$ cat config.mk
export PLATFORM = sky130hd
export DESIGN_NAME = eth_mac_cfg_ctrl
export DESIGN_NICKNAME = d
export VERILOG_FILES = /design/src/rtl/eth_mac_cfg_pkg.sv /design/src/rtl/eth_mac_cfg_regs.sv /design/src/rtl/eth_mac_cfg_ctrl.sv
export SDC_FILE = /design/constraint.sdc
export NUM_CORES = 1
export LEC_CHECK = 0
export CORE_MARGIN = 4
export CORE_UTILIZATION = 30
export CTS_BUF_LIST = sky130_fd_sc_hd__clkbuf_16
export CTS_CLUSTER_SIZE = 30
export DETAILED_ROUTE_END_ITERATION = 10
export DONT_BUFFER_PORTS = 1
export SYNTH_ARGS = -nofsm -noshare
export SYNTH_HDL_FRONTEND = slang
export SYNTH_HIERARCHICAL = 1
export SYNTH_SLANG_ARGS = --single-unit
$ cat constraint.sdc
create_clock -name clk156 -period 2.81 [get_ports clk156]
set_input_delay 0.562 -clock clk156 [delete_from_list [all_inputs] [get_ports clk156]]
set_output_delay 0.562 -clock clk156 [all_outputs]
set_load 0.1 [all_outputs]
$ cat src/rtl/eth_mac_cfg_pkg.sv
`default_nettype none
// ============================================================================
// Module      : eth_mac_cfg_pkg
// Description : Shared types, register map and vector bit positions for the
//               10G MAC runtime configuration sequencer.
// Revision    : 1.0 - initial release
// ============================================================================
package eth_mac_cfg_pkg;

    typedef logic [2:0] state_t;
    localparam state_t ST_IDLE   = 3'd0;
    localparam state_t ST_DRAIN  = 3'd1;
    localparam state_t ST_QUIET  = 3'd2;
    localparam state_t ST_APPLY  = 3'd3;
    localparam state_t ST_ENABLE = 3'd4;

    localparam logic [1:0] ADDR_MAC_LO = 2'd0;
    localparam logic [1:0] ADDR_MAC_HI = 2'd1;
    localparam logic [1:0] ADDR_CTRL   = 2'd2;
    localparam logic [1:0] ADDR_STATUS = 2'd3;

    localparam int CTRL_TX_EN  = 0;
    localparam int CTRL_RX_EN  = 1;
    localparam int CTRL_JUMBO  = 2;
    localparam int CTRL_VLAN   = 3;
    localparam int CTRL_COMMIT = 4;
    localparam int CTRL_CLR    = 6;

    localparam int VEC_MAC_HI    = 79;
    localparam int VEC_MAC_LO    = 32;
    localparam int VEC_MAXLEN_HI = 30;
    localparam int VEC_MAXLEN_LO = 16;
    localparam int VEC_JUMBO     = 4;
    localparam int VEC_VLAN      = 2;
    localparam int VEC_EN        = 1;
    localparam int VEC_RX_LENCHK = 9;
    localparam int VEC_RX_LTCHK  = 8;

    function automatic logic [15:0] sat_inc16(input logic [15:0] v);
        return (v == 16'hFFFF) ? v : v + 16'd1;
    endfunction

endpackage
`default_nettype wire

$ cat src/rtl/eth_mac_cfg_regs.sv
`default_nettype none
// ============================================================================
// Module      : eth_mac_cfg_regs
// Description : Shadow configuration registers, read mux and sticky flags.
// Revision    : 1.0 - initial release
// ============================================================================
module eth_mac_cfg_regs
    import eth_mac_cfg_pkg::*;
#(
    parameter logic [47:0] SRC_MAC = 48'h001122334455
) (
    input  logic        clk156,
    input  logic        sys_rst,
    input  logic        cfg_wr_en_i,
    input  logic [1:0]  cfg_addr_i,
    input  logic [31:0] cfg_wr_data_i,
    input  state_t      state_i,
    input  logic        drain_timeout_set_i,
    output logic [31:0] rd_data_o,
    output logic [47:0] mac_o,
    output logic        tx_en_req_o,
    output logic        rx_en_req_o,
    output logic        jumbo_o,
    output logic        vlan_o,
    output logic        commit_o
);

    logic [47:0] mac_q, mac_d;
    logic [3:0]  ctrl_q, ctrl_d;
    logic        drain_to_q, drain_to_d;
    logic        commit_err_q, commit_err_d;
    logic        w_busy;
    logic        w_ctrl_wr;
    logic        w_commit_req;

    assign w_busy       = (state_i != ST_IDLE);
    assign w_ctrl_wr    = cfg_wr_en_i && (cfg_addr_i == ADDR_CTRL);
    assign w_commit_req = w_ctrl_wr && cfg_wr_data_i[CTRL_COMMIT];
    assign commit_o     = w_commit_req && !w_busy;

    always_comb begin
        mac_d        = mac_q;
        ctrl_d       = ctrl_q;
        drain_to_d   = drain_to_q;
        commit_err_d = commit_err_q;
        if (cfg_wr_en_i) begin
            case (cfg_addr_i)
                ADDR_MAC_LO: mac_d[31:0]  = cfg_wr_data_i;
                ADDR_MAC_HI: mac_d[47:32] = cfg_wr_data_i[15:0];
                ADDR_CTRL:   ctrl_d       = cfg_wr_data_i[3:0];
                default:     ;
            endcase
        end
        // Clear first so an event in the same cycle still leaves its flag set.
        if (w_ctrl_wr && cfg_wr_data_i[CTRL_CLR]) begin
            drain_to_d   = 1'b0;
            commit_err_d = 1'b0;
        end
        if (drain_timeout_set_i)
            drain_to_d = 1'b1;
        if (w_commit_req && w_busy)
            commit_err_d = 1'b1;
    end

    always_ff @(posedge clk156) begin
        if (sys_rst) begin
            mac_q        <= SRC_MAC;
            ctrl_q       <= 4'hF;
            drain_to_q   <= 1'b0;
            commit_err_q <= 1'b0;
        end else begin
            mac_q        <= mac_d;
            ctrl_q       <= ctrl_d;
            drain_to_q   <= drain_to_d;
            commit_err_q <= commit_err_d;
        end
    end

    always_comb begin
        rd_data_o = '0;
        case (cfg_addr_i)
            ADDR_MAC_LO: rd_data_o        = mac_q[31:0];
            ADDR_MAC_HI: rd_data_o[15:0]  = mac_q[47:32];
            ADDR_CTRL:   rd_data_o[3:0]   = ctrl_q;
            default:     rd_data_o[5:0]   = {commit_err_q, drain_to_q, state_i, w_busy};
        endcase
    end

    assign mac_o       = mac_q;
    assign tx_en_req_o = ctrl_q[CTRL_TX_EN];
    assign rx_en_req_o = ctrl_q[CTRL_RX_EN];
    assign jumbo_o     = ctrl_q[CTRL_JUMBO];
    assign vlan_o      = ctrl_q[CTRL_VLAN];

endmodule
`default_nettype wire

$ cat src/rtl/eth_mac_cfg_ctrl.sv
`default_nettype none
// ============================================================================
// Module      : eth_mac_cfg_ctrl
// Description : Commit sequencer driving the 10G MAC TX/RX configuration
//               vectors: disable, drain, quiet gap, apply, re-enable on link.
// Revision    : 1.0 - initial release
// ============================================================================
module eth_mac_cfg_ctrl
    import eth_mac_cfg_pkg::*;
#(
    parameter logic [47:0] SRC_MAC       = 48'h001122334455,
    parameter int          MAX_FRAME     = 1518,
    parameter int          DRAIN_TIMEOUT = 4096,
    parameter int          QUIET_CYCLES  = 16
) (
    input  logic        clk156,
    input  logic        sys_rst,
    input  logic        cfg_wr_en,
    input  logic [1:0]  cfg_addr,
    input  logic [31:0] cfg_wr_data,
    output logic [31:0] cfg_rd_data,
    input  logic        link_up,
    input  logic        tx_idle,
    input  logic        rx_idle,
    output logic [79:0] mac_tx_configuration_vector,
    output logic [79:0] mac_rx_configuration_vector,
    output logic        cfg_busy,
    output logic        cfg_done
);

    localparam logic [15:0] c_drain_last = 16'(DRAIN_TIMEOUT - 1);
    localparam logic [15:0] c_quiet_last = 16'(QUIET_CYCLES - 1);
    localparam logic [14:0] c_max_frame  = 15'(MAX_FRAME);

    state_t      state_q, state_d;
    logic [15:0] cnt_q, cnt_d;
    logic [47:0] mac_act_q, mac_act_d;
    logic        jumbo_act_q, jumbo_act_d;
    logic        vlan_act_q, vlan_act_d;
    logic        tx_en_q, tx_en_d;
    logic        rx_en_q, rx_en_d;
    logic        done_q, done_d;

    logic        w_drain_to_set;
    logic        w_commit;
    logic [47:0] w_sh_mac;
    logic        w_sh_tx_en, w_sh_rx_en, w_sh_jumbo, w_sh_vlan;

    eth_mac_cfg_regs #(
        .SRC_MAC (SRC_MAC)
    ) u_regs (
        .clk156              (clk156),
        .sys_rst             (sys_rst),
        .cfg_wr_en_i         (cfg_wr_en),
        .cfg_addr_i          (cfg_addr),
        .cfg_wr_data_i       (cfg_wr_data),
        .state_i             (state_q),
        .drain_timeout_set_i (w_drain_to_set),
        .rd_data_o           (cfg_rd_data),
        .mac_o               (w_sh_mac),
        .tx_en_req_o         (w_sh_tx_en),
        .rx_en_req_o         (w_sh_rx_en),
        .jumbo_o             (w_sh_jumbo),
        .vlan_o              (w_sh_vlan),
        .commit_o            (w_commit)
    );

    always_comb begin
        state_d        = state_q;
        cnt_d          = cnt_q;
        mac_act_d      = mac_act_q;
        jumbo_act_d    = jumbo_act_q;
        vlan_act_d     = vlan_act_q;
        tx_en_d        = tx_en_q;
        rx_en_d        = rx_en_q;
        done_d         = 1'b0;
        w_drain_to_set = 1'b0;
        case (state_q)
            ST_IDLE: begin
                if (w_commit) begin
                    state_d = ST_DRAIN;
                    cnt_d   = '0;
                    tx_en_d = 1'b0;
                    rx_en_d = 1'b0;
                end
            end
            ST_DRAIN: begin
                // An idle datapath wins over a coincident timeout.
                if (tx_idle && rx_idle) begin
                    state_d = ST_QUIET;
                    cnt_d   = '0;
                end else if (cnt_q == c_drain_last) begin
                    state_d        = ST_QUIET;
                    cnt_d          = '0;
                    w_drain_to_set = 1'b1;
                end else begin
                    cnt_d = sat_inc16(cnt_q);
                end
            end
            ST_QUIET: begin
                if (cnt_q == c_quiet_last) begin
                    state_d = ST_APPLY;
                    cnt_d   = '0;
                end else begin
                    cnt_d = sat_inc16(cnt_q);
                end
            end
            ST_APPLY: begin
                mac_act_d   = w_sh_mac;
                jumbo_act_d = w_sh_jumbo;
                vlan_act_d  = w_sh_vlan;
                state_d     = ST_ENABLE;
            end
            ST_ENABLE: begin
                if (link_up) begin
                    tx_en_d = w_sh_tx_en;
                    rx_en_d = w_sh_rx_en;
                    done_d  = 1'b1;
                    state_d = ST_IDLE;
                end
            end
            default: state_d = ST_IDLE;
        endcase
    end

    always_ff @(posedge clk156) begin
        if (sys_rst) begin
            state_q     <= ST_ENABLE;
            cnt_q       <= '0;
            mac_act_q   <= SRC_MAC;
            jumbo_act_q <= 1'b1;
            vlan_act_q  <= 1'b1;
            tx_en_q     <= 1'b0;
            rx_en_q     <= 1'b0;
            done_q      <= 1'b0;
        end else begin
            state_q     <= state_d;
            cnt_q       <= cnt_d;
            mac_act_q   <= mac_act_d;
            jumbo_act_q <= jumbo_act_d;
            vlan_act_q  <= vlan_act_d;
            tx_en_q     <= tx_en_d;
            rx_en_q     <= rx_en_d;
            done_q      <= done_d;
        end
    end

    always_comb begin
        mac_tx_configuration_vector = '0;
        mac_tx_configuration_vector[VEC_MAC_HI:VEC_MAC_LO]       = mac_act_q;
        mac_tx_configuration_vector[VEC_MAXLEN_HI:VEC_MAXLEN_LO] = c_max_frame;
        mac_tx_configuration_vector[VEC_JUMBO]                   = jumbo_act_q;
        mac_tx_configuration_vector[VEC_VLAN]                    = vlan_act_q;
        mac_tx_configuration_vector[VEC_EN]                      = tx_en_q;

        mac_rx_configuration_vector = '0;
        mac_rx_configuration_vector[VEC_MAC_HI:VEC_MAC_LO]       = mac_act_q;
        mac_rx_configuration_vector[VEC_MAXLEN_HI:VEC_MAXLEN_LO] = c_max_frame;
        mac_rx_configuration_vector[VEC_RX_LENCHK]               = 1'b1;
        mac_rx_configuration_vector[VEC_RX_LTCHK]                = 1'b1;
        mac_rx_configuration_vector[VEC_JUMBO]                   = jumbo_act_q;
        mac_rx_configuration_vector[VEC_VLAN]                    = vlan_act_q;
        mac_rx_configuration_vector[VEC_EN]                      = rx_en_q;
    end

    assign cfg_busy = (state_q != ST_IDLE);
    assign cfg_done = done_q;

endmodule
`default_nettype wire

==> results of run 1 <==
## how the worst max path moves through the flow
stage | endpoint | slack [ns] | cells past startpoint
floorplan | cfg_rd_data[15] | -0.19 | 4
global placement | cnt_q[8] | 0.56 | 6
detailed placement | cnt_q[8] | 0.45 | 6
CTS | cfg_rd_data[0] | 0.18 | 2
global route | cfg_rd_data[0] | 0.12 | 2
finish | cfg_rd_data[0] | 0.20 | 2
## worst reg2reg max path: stages (launching register included)
cell and delay [ns]:
dfxtp_1 0.59, or3_1 0.23, nor3_1 0.09, o31ai_1 0.68, and2_1 0.44, a21oi_1 0.08, a21oi_1 0.15
## registers in the layout, indices dropped and copies added, names as in the netlist
signal,count
vlan_act_q,1
tx_en_q,1
jumbo_act_q,1
state_q,3
u_regs/drain_to_q,1
u_regs/mac_o,48
mac_act_q,48
cfg_done,1
u_regs/commit_err_q,1
rx_en_q,1
u_regs/ctrl_q,4
cnt_q,16
## power breakdown
group	total (mW)	leakage, nW	internal [mW]	switching, mW
clock network	2.40	0.322	1.57	0.829
logic	0.671	1.45	0.0965	0.574
registers	1.87	1.03	1.82	0.0456
total	4.94	2.80	3.49	1.45
## logic make-up (layout without fill, tap and decap cells)
family          count (synthesis)  in the layout  synth area share (%)
flops                         126            126                  40.5
compound gates                123            123                  11.7
fa+ha+maj                       1              1                 0.201
mux                            22             22                  4.36
other cells                     2             58                 0.121
buf+inv                       167             99                  17.9
simple gates                  340            340                  25.0
xor+xnor                        1              1                 0.141
## cell usage in the layout, fill, tap and decap left out, drive strengths merged, types with 5 or more instances in the layout
| cell | Yosys | routed |
|---|---|---|
| buf | 135 | 60 |
| dfxtp | 126 | 126 |
| inv | 6 | 10 |
| nand3 | 39 | 39 |
| o21ai | 8 | 8 |
| bufinv | 0 | 5 |
| clkbuf | 25 | 17 |
| nand2 | 216 | 216 |
| mux2i | 17 | 17 |
| nor2 | 22 | 22 |
| nand4 | 8 | 8 |
| and3 | 6 | 6 |
| nor3 | 7 | 7 |
| conb | 2 | 58 |
| and2 | 19 | 19 |
| a21oi | 84 | 84 |
| a31oi | 7 | 7 |
| clkinv | 1 | 7 |
## per-layer routing
metal	part of all wire, %	routed length, um	vias to the layer above	GRT usage, %
met5	0	0	-	0
met4	1.3	214	0	3.98
met3	7.4	1260	13	5.01
met2	48	8150	173	23.6
met1	43	7330	2286	17.7
li1	-	-	2401	-
## layout make-up
cell class / count / area (sq um)
fill: 2121 / 13200
multi-input combinational: 545 / 2840
sequential: 126 / 2580
timing repair buffer: 60 / 701
clock buffer: 17 / 425
tap: 270 / 338
clock inverter: 15 / 219
inverter: 7 / 26.3
## through the flow
stage	instance area, sq um	TNS [ns]	cells	util, %
5_1_grt	7140	0	1040	35.2
4_1_cts	7140	0	1040	35.2
3_5_place_dp	6490	0	1008	32.0
6_report	7140	0	1040	35.2
2_1_floorplan	6460	-0.494	838	-
3_3_place_gp	6490	0	1008	32.0
==> impl_metrics.env, run 1 <==
export IMPL_hold_start="sys_rst"
export IMPL_hp_class="in2reg"
export IMPL_grt_max_degree=81
export IMPL_num_rows=52
export IMPL_status="finished, final reports clean"
export IMPL_setup_ws_ns=0.204
export IMPL_synth_flop_cell="dfxtp_1"
export IMPL_pre_cts_slack_ns=0.447
export IMPL_cp_required_ns=2.25
export IMPL_ys_warn_count=6
export IMPL_timing_fmax_mhz=384
export IMPL_min_period_ns=2.61
export IMPL_worst_setup_path_end_kind="primary output"
export IMPL_grtUsageTotal_pct=14.3
export IMPL_tightest_slew_ns=1.06
export IMPL_worstReg2RegStart="state_q[2]"
export IMPL_slowest_stage="mux4_2"
export IMPL_final_hold_violation_count=0
export IMPL_path_delay_family="multiplexers"
export IMPL_drc=0
export IMPL_p_leak_nw=2.80
export IMPL_grt_pass1_vias=4479
export IMPL_ys_top_cells_by_count="215 x nand2_1, 126 x dfxtp_1, 114 x buf_4"
export IMPL_hold_buffers=0
export IMPL_cts_made_buffers=17
export IMPL_powerDensity_mw_per_mm2=692
export IMPL_crit_chain="or3_1 > mux4_2"
export IMPL_ys_ff_latch=126
export IMPL_rsz0062_at_grt="no"
export IMPL_grt_pass1_wl_um=26200
export IMPL_drt_iter0_markers=271
export IMPL_root_buffer="clkbuf_16"
export IMPL_relSlewSlack_pct=29.0
export IMPL_synth_top_area_share_pct=40.5
export IMPL_diodes=0
export IMPL_cpPeakStageDelay_ns=0.78
export IMPL_cts_path_max_buffers=2
export IMPL_gp_congestion=0.849
export IMPL_cts_resized=0
export IMPL_io_pins=234
export IMPL_initial_core_util_pct=30.7
export IMPL_syn_inst=782
export IMPL_critPathKind="reg2out"
export IMPL_async_reset_ff_share_pct=0
export IMPL_portBuffers=0
export IMPL_vias_per_cell=4.69
export IMPL_cp_max_fo=10
export IMPL_timing_rr_end="cnt_q[8]"
export IMPL_max_cap_viol_count=0
export IMPL_power_total_mw=4.94
export IMPL_ant_nets=0
export IMPL_critPathLaunch="state_q[0]"
export IMPL_start_kind="register"
export IMPL_antenna_found_initial=0
export IMPL_wl_um=17000
export IMPL_ys_types=57
export IMPL_holdPathStages=1
export IMPL_min_period_over_period_pct=92.7
export IMPL_worstPathArrival_ns=2.04
export IMPL_rr_worst_depth=6
export IMPL_die_h_um=152
export IMPL_yosysSeqAreaShare_pct=40.5
export IMPL_vias=4873
export IMPL_die_w_um=152
export IMPL_synth_area_per_cell_sq_um=7.96
export IMPL_dr_pass1_iters=7
export IMPL_clk_latency_ns=0.41
export IMPL_hold_slack_ns=0.205
export IMPL_cts_tree="yes"
export IMPL_clock_sinks=126
export IMPL_synth_edf_count=0
export IMPL_overflow=0
export IMPL_finClkSkew_ns=0.00830
export IMPL_avgRoutedWirePerCell_um=16.3
export IMPL_cts_clk_slew_worst_paths_ns=0.06
export IMPL_yosysTopAreaCell="dfxtp_1"
export IMPL_cp_num_buf_inv=0
export IMPL_finalSetupViolCount=0
export IMPL_postCtsSetupRepairBufs=0
export IMPL_drive_gt1_share_pct=21.8
export IMPL_synth_area_sq_mm=0.00623
export IMPL_synth_most_common_cell="nand2_1"
export IMPL_rrSetupSlack_ns=0.49
export IMPL_synthTopCellsByArea="dfxtp_1 41%, buf_4 14%, nand2_1 13%"
export IMPL_ir_worst_vdd_v=0.000362
export IMPL_h_tree_depth=4
export IMPL_coreArea_sq_mm=0.0203
export IMPL_hpwl_um=12100
export IMPL_hold_end="mac_act_q[27]"
export IMPL_area_growth_pct=14.6
export IMPL_final_nets=798
export IMPL_finalMaxSlewViolations=0
export IMPL_die_area_sq_mm=0.0231
No activity file was read; power rests on OpenSTA's default activity.
==> run 2, diff against run 1 <==
--- a/config.mk
+++ b/config.mk
@@ -5,12 +5,15 @@
 export SDC_FILE = /design/constraint.sdc
 export NUM_CORES = 1
 export LEC_CHECK = 0
+export CELL_PAD_IN_SITES_DETAIL_PLACEMENT = 1
+export CELL_PAD_IN_SITES_GLOBAL_PLACEMENT = 2
 export CORE_MARGIN = 4
 export CORE_UTILIZATION = 30
 export CTS_BUF_LIST = sky130_fd_sc_hd__clkbuf_16
 export CTS_CLUSTER_SIZE = 30
 export DETAILED_ROUTE_END_ITERATION = 10
 export DONT_BUFFER_PORTS = 1
+export PLACE_DENSITY_LB_ADDON = 0.1
 export SYNTH_ARGS = -nofsm -noshare
 export SYNTH_HDL_FRONTEND = slang
 export SYNTH_HIERARCHICAL = 1
==> constraint.sdc (replaced) <==
create_clock -name clk156 -period 2.81 [get_ports clk156]
set_input_delay 0.281 -clock clk156 [delete_from_list [all_inputs] [get_ports clk156]]
set_output_delay 0.281 -clock clk156 [all_outputs]
set_load 0.1 [all_outputs]
==> run 2 against run 1 <==
Non-clock buffer count is 15 higher; hold slack lost 0.10 ns; sequential power hardly changed; clock power fell by 14%; die area unchanged; clock skew rose by 0.0037 ns; register-to-register slack improved by 0.04 ns; critical path depth unchanged; via count up 3.6%; global-route usage is 2.3 points higher; first-iteration DRC count down 42%; clock-buffer cell count did not move.
==> impl_metrics.env, run 2 (synthesis gave the netlist of run 1 again) <==
export IMPL_hold_start="cfg_wr_data[26]"
export IMPL_finalSetupTns_ns=0
export IMPL_cts_made_buffers=17
export IMPL_cp_max_fo=13
export IMPL_portBuffers=0
export IMPL_swShare_pct=32.6
export IMPL_cts_clk_slew_worst_paths_ns=0.06
export IMPL_powerDensity_mw_per_mm2=662
export IMPL_cp_required_ns=2.53
export IMPL_drt_iter0_markers=157
export IMPL_hp_class="in2reg"
export IMPL_drc=0
export IMPL_wl_um=19200
export IMPL_p_leak_nw=2.75
export IMPL_antenna_found_initial=0
export IMPL_min_period_ns=2.35
export IMPL_cts_path_max_buffers=2
export IMPL_min_period_over_period_pct=83.5
export IMPL_clock_sinks=126
export IMPL_worstPathArrival_ns=2.07
export IMPL_cts_tree="yes"
export IMPL_vias=5046
export IMPL_die_w_um=152
export IMPL_grtUsageTotal_pct=16.5
export IMPL_seq_power_share_pct=40.2
export IMPL_overflow=0
export IMPL_clk_latency_ns=0.42
export IMPL_grt_max_degree=77
export IMPL_coreArea_sq_mm=0.0203
export IMPL_vias_per_cell=4.78
export IMPL_pwr_share_clk_pct=44.5
export IMPL_setup_ws_ns=0.462
export IMPL_finalMaxSlewViolations=0
export IMPL_avgRoutedWirePerCell_um=18.2
export IMPL_initial_core_util_pct=30.7
export IMPL_timing_fmax_mhz=426
export IMPL_p_sw_mw=1.52
export IMPL_final_hold_violation_count=0
export IMPL_pre_cts_slack_ns=0.549
export IMPL_hold_slack_ns=0.105
export IMPL_rsz0062_at_grt="no"
export IMPL_critPathLaunch="state_q[2]"
export IMPL_die_h_um=152
export IMPL_finalSetupViolCount=0
export IMPL_h_tree_depth=4
export IMPL_ant_nets=0
export IMPL_internal_power_mw=3.14
export IMPL_ir_worst_vdd_v=0.000417
export IMPL_diodes=0
export IMPL_tightest_slew_ns=1.06
export IMPL_die_area_sq_mm=0.0231
export IMPL_gp_congestion=0.804
export IMPL_rr_worst_depth=6
export IMPL_drive_gt1_share_pct=19.5
export IMPL_combPwrFrac_pct=15.3
export IMPL_n_fill_cell=2451
export IMPL_start_kind="register"
export IMPL_grt_pass1_wl_um=30500
export IMPL_hpwl_um=13000
export IMPL_area_growth_pct=12.8
export IMPL_cts_resized=0
export IMPL_root_buffer="clkbuf_16"
export IMPL_max_cap_viol_count=0
export IMPL_relSlewSlack_pct=29.4
export IMPL_holdPathStages=2
export IMPL_final_cell_mix="215 x nand2_1, 84 x a21oi_1, 76 x dfxtp_1"
export IMPL_worstReg2RegStart="state_q[2]"
export IMPL_grt_pass1_vias=5315
export IMPL_dr_pass1_iters=4
export IMPL_num_rows=52
export IMPL_finClkSkew_ns=0.0120
export IMPL_critPathKind="reg2out"
export IMPL_final_nets=813
export IMPL_status="finished, final reports clean"
export IMPL_final_common_cell="nand2_1"
export IMPL_io_pins=234
export IMPL_worst_setup_path_end_kind="primary output"
==> run 2: changes by cell type in the layout (fill, tap and decap cells not counted), sizes merged <==
cell	change
inv	-2
buf	-16
dlygate4sd3	+31
clkinvlp	+4
bufinv	-4
clkinv	+2
==> run 2: path summary, 6_finish.rpt <==
check | endpoint | slack, ns
min reg2reg | mac_act_q[13] | 0.45
max | cfg_rd_data[0] | 0.46
max reg2reg | cnt_q[14] | 0.53
min | u_regs/mac_o[26] | 0.10
==> run 2: final cells by class <==
class | count | area [sq um] | share of cell area, %
multi-input cells | 545 | 2840 | 40.5
flip-flops and latches | 126 | 2580 | 36.8
repair buffers | 75 | 686 | 9.76
clock buffers | 17 | 425 | 6.06
well taps | 270 | 338 | 4.81
clock inverters | 15 | 121 | 1.73
inverters | 7 | 26.3 | 0.374
==> run 2: worst max-delay path, cell delays in order, from the launching register on <==
cell     delay [ns]
dfxtp_1        0.45
or3_1          0.41
mux4_2         0.78
==> run 2: what timing repair did <==
item                                    4_1_cts  5_1_grt
endpoints found under the setup margin        0        0
hold buffers                                 32        0
setup buffers                                 0        0
hold endpoints to repair                     93        0
==> run 2: routing by layer <==
layer,GRT usage [%],vias to the layer above,wire [um]
li1,-,2439,-
met1,20.5,2453,8710
met2,27.6,134,9100
met3,5.06,20,1130
met4,5.22,0,256
met5,0,-,0
==> run 2: metrics by stage <==
stage                     utilization, %  power, mW  std cells  cell area [sq um]
after floorplan                        -       2.58        838               6440
after global placement              30.2       2.55        991               6140
after detailed placement            30.2       2.56        991               6140
after CTS                           34.6       4.71       1055               7020
after global routing                34.6       4.82       1055               7020
final                               34.6       4.65       1055               7020
==> run 2: power groups by stage <==
stage / combinational (mW) / clock [mW] / sequential, mW
2_1_floorplan: 0.698 / 0 / 1.88
3_3_place_gp: 0.643 / 0 / 1.91
3_5_place_dp: 0.647 / 0 / 1.91
4_1_cts: 0.713 / 2.13 / 1.87
5_1_grt: 0.742 / 2.21 / 1.88
6_report: 0.711 / 2.07 / 1.87
==> run 3, diff against run 2 <==
==> constraint.sdc (replaced) <==
create_clock -name clk156 -period 2.2 [get_ports clk156]
set_input_delay 0.22 -clock clk156 [delete_from_list [all_inputs] [get_ports clk156]]
set_output_delay 0.22 -clock clk156 [all_outputs]
set_load 0.1 [all_outputs]
==> run 3 against run 2 <==
Total power is 25% higher; non-clock buffer count is 60 higher; clock skew is 0.0016 ns lower; hold slack worse by 0.084 ns; clock-buffer cell count stayed put; first-iteration DRC count is 25% higher; cell count is 5.6% higher; largest cell class unchanged.
==> impl_metrics.env, run 3 (synthesis gave the netlist of run 1 again) <==
export IMPL_place_area_sq_mm=0.00706
export IMPL_clock_sinks=126
export IMPL_ant_nets=0
export IMPL_gp_congestion=0.759
export IMPL_holdPathStages=2
export IMPL_hpwl_um=14200
export IMPL_min_period_ns=2.12
export IMPL_pre_cts_slack_ns=0.149
export IMPL_hp_class="in2reg"
export IMPL_rsz0062_at_grt="no"
export IMPL_powerDensity_mw_per_mm2=737
export IMPL_finalSetupViolCount=0
export IMPL_ir_worst_vdd_v=0.000596
export IMPL_drt_iter0_markers=196
export IMPL_wl_um=20000
export IMPL_final_cell_mix="215 x nand2_1, 84 x a21oi_1, 76 x dfxtp_1"
export IMPL_status="finished, final reports clean"
export IMPL_cts_path_max_buffers=2
export IMPL_postCtsSetupRepairBufs=0
export IMPL_final_nets=873
export IMPL_finClkSkew_ns=0.0104
export IMPL_start_kind="register"
export IMPL_diodes=0
export IMPL_die_area_sq_mm=0.0231
export IMPL_die_w_um=152
export IMPL_finalMaxSlewViolations=0
export IMPL_worstPathArrival_ns=1.90
export IMPL_io_pins=234
export IMPL_fin_cells=1114
export IMPL_drc=0
export IMPL_initial_core_util_pct=30.7
export IMPL_vias_per_cell=4.69
export IMPL_num_rows=52
export IMPL_cp_required_ns=1.98
export IMPL_max_cap_viol_count=0
export IMPL_worst_setup_path_end_kind="primary output"
export IMPL_grt_max_degree=77
export IMPL_area_growth_pct=27.3
export IMPL_cts_tree="yes"
export IMPL_cts_made_buffers=17
export IMPL_drive_gt1_share_pct=24.8
export IMPL_cp_max_fo=3
export IMPL_h_tree_depth=4
export IMPL_min_period_over_period_pct=96.4
export IMPL_dp_cells=1050
export IMPL_timing_fmax_mhz=472
export IMPL_coreArea_sq_mm=0.0203
export IMPL_critPathKind="reg2out"
export IMPL_power_total_mw=5.84
export IMPL_tightest_slew_ns=0.895
export IMPL_setup_ws_ns=0.0794
export IMPL_final_common_cell="nand2_1"
export IMPL_grtUsageTotal_pct=17.4
export IMPL_grt_pass1_wl_um=32500
export IMPL_portBuffers=0
export IMPL_dr_pass1_iters=4
export IMPL_avgRoutedWirePerCell_um=18.0
export IMPL_vias=5230
export IMPL_finalSetupTns_ns=0
export IMPL_grt_pass1_vias=5630
export IMPL_relSlewSlack_pct=40.4
export IMPL_antenna_found_initial=0
export IMPL_stdcell_area_sq_mm=0.00793
export IMPL_rr_worst_depth=6
export IMPL_root_buffer="clkbuf_16"
export IMPL_die_h_um=152
export IMPL_final_hold_violation_count=0
export IMPL_p_leak_nw=3.21
export IMPL_cts_clk_slew_worst_paths_ns=0.05
export IMPL_overflow=0
export IMPL_clk_latency_ns=0.41
==> run 3: power by group <==
part / switching [mW] / leakage (nW) / total [mW] / internal [mW]
registers: 0.0300 / 1.03 / 2.36 / 2.33
clock network: 0.999 / 0.277 / 2.50 / 1.50
logic: 0.809 / 1.91 / 0.981 / 0.172
==> run 3: worst paths after layout <==
path | start | endpoint | slack, ns
setup / recovery | state_q[0] | cfg_rd_data[0] | 0.08
hold / removal | cfg_wr_data[26] | u_regs/mac_o[26] | 0.02
setup reg to reg | cnt_q[12] | cnt_q[13] | 0.12
hold reg to reg | mac_act_q[18] | mac_act_q[18] | 0.45
==> run 3: what timing repair did <==
item	CTS	global route
setup endpoints to repair	0	2
resized for setup	0	2
hold buffers	33	0
endpoints found under the hold margin	93	0
==> run 3: critical path: stages, from the launching register on <==
cell and delay, ns:
dfxtp_1 0.31, or3_1 0.41, mux4_2 0.78
==> run 3: layout make-up <==
class / instances / area, sq um
clock buffer: 17 / 425
clock inverter: 14 / 90.1
fill: 2427 / 12400
inverter: 7 / 26.3
multi-input combinational: 545 / 2850
sequential: 126 / 2580
tap: 270 / 338
timing repair buffer: 135 / 1610
==> run 3: per-stage QoR <==
stage | utilization (%) | hold slack [ns]
after floorplan | - | 0.344
after global routing | 39.1 | 0.0308
final | 39.1 | 0.0206
after CTS | 39.0 | 0.0138
after global placement | 34.8 | 0.296
after detailed placement | 34.8 | 0.299
==> run 3: routing by layer <==
layer	share of wire (%)	track usage (%)
met5	0	0
met3	6.6	6.00
met2	48	29.2
met4	1.3	5.09
met1	44	21.2
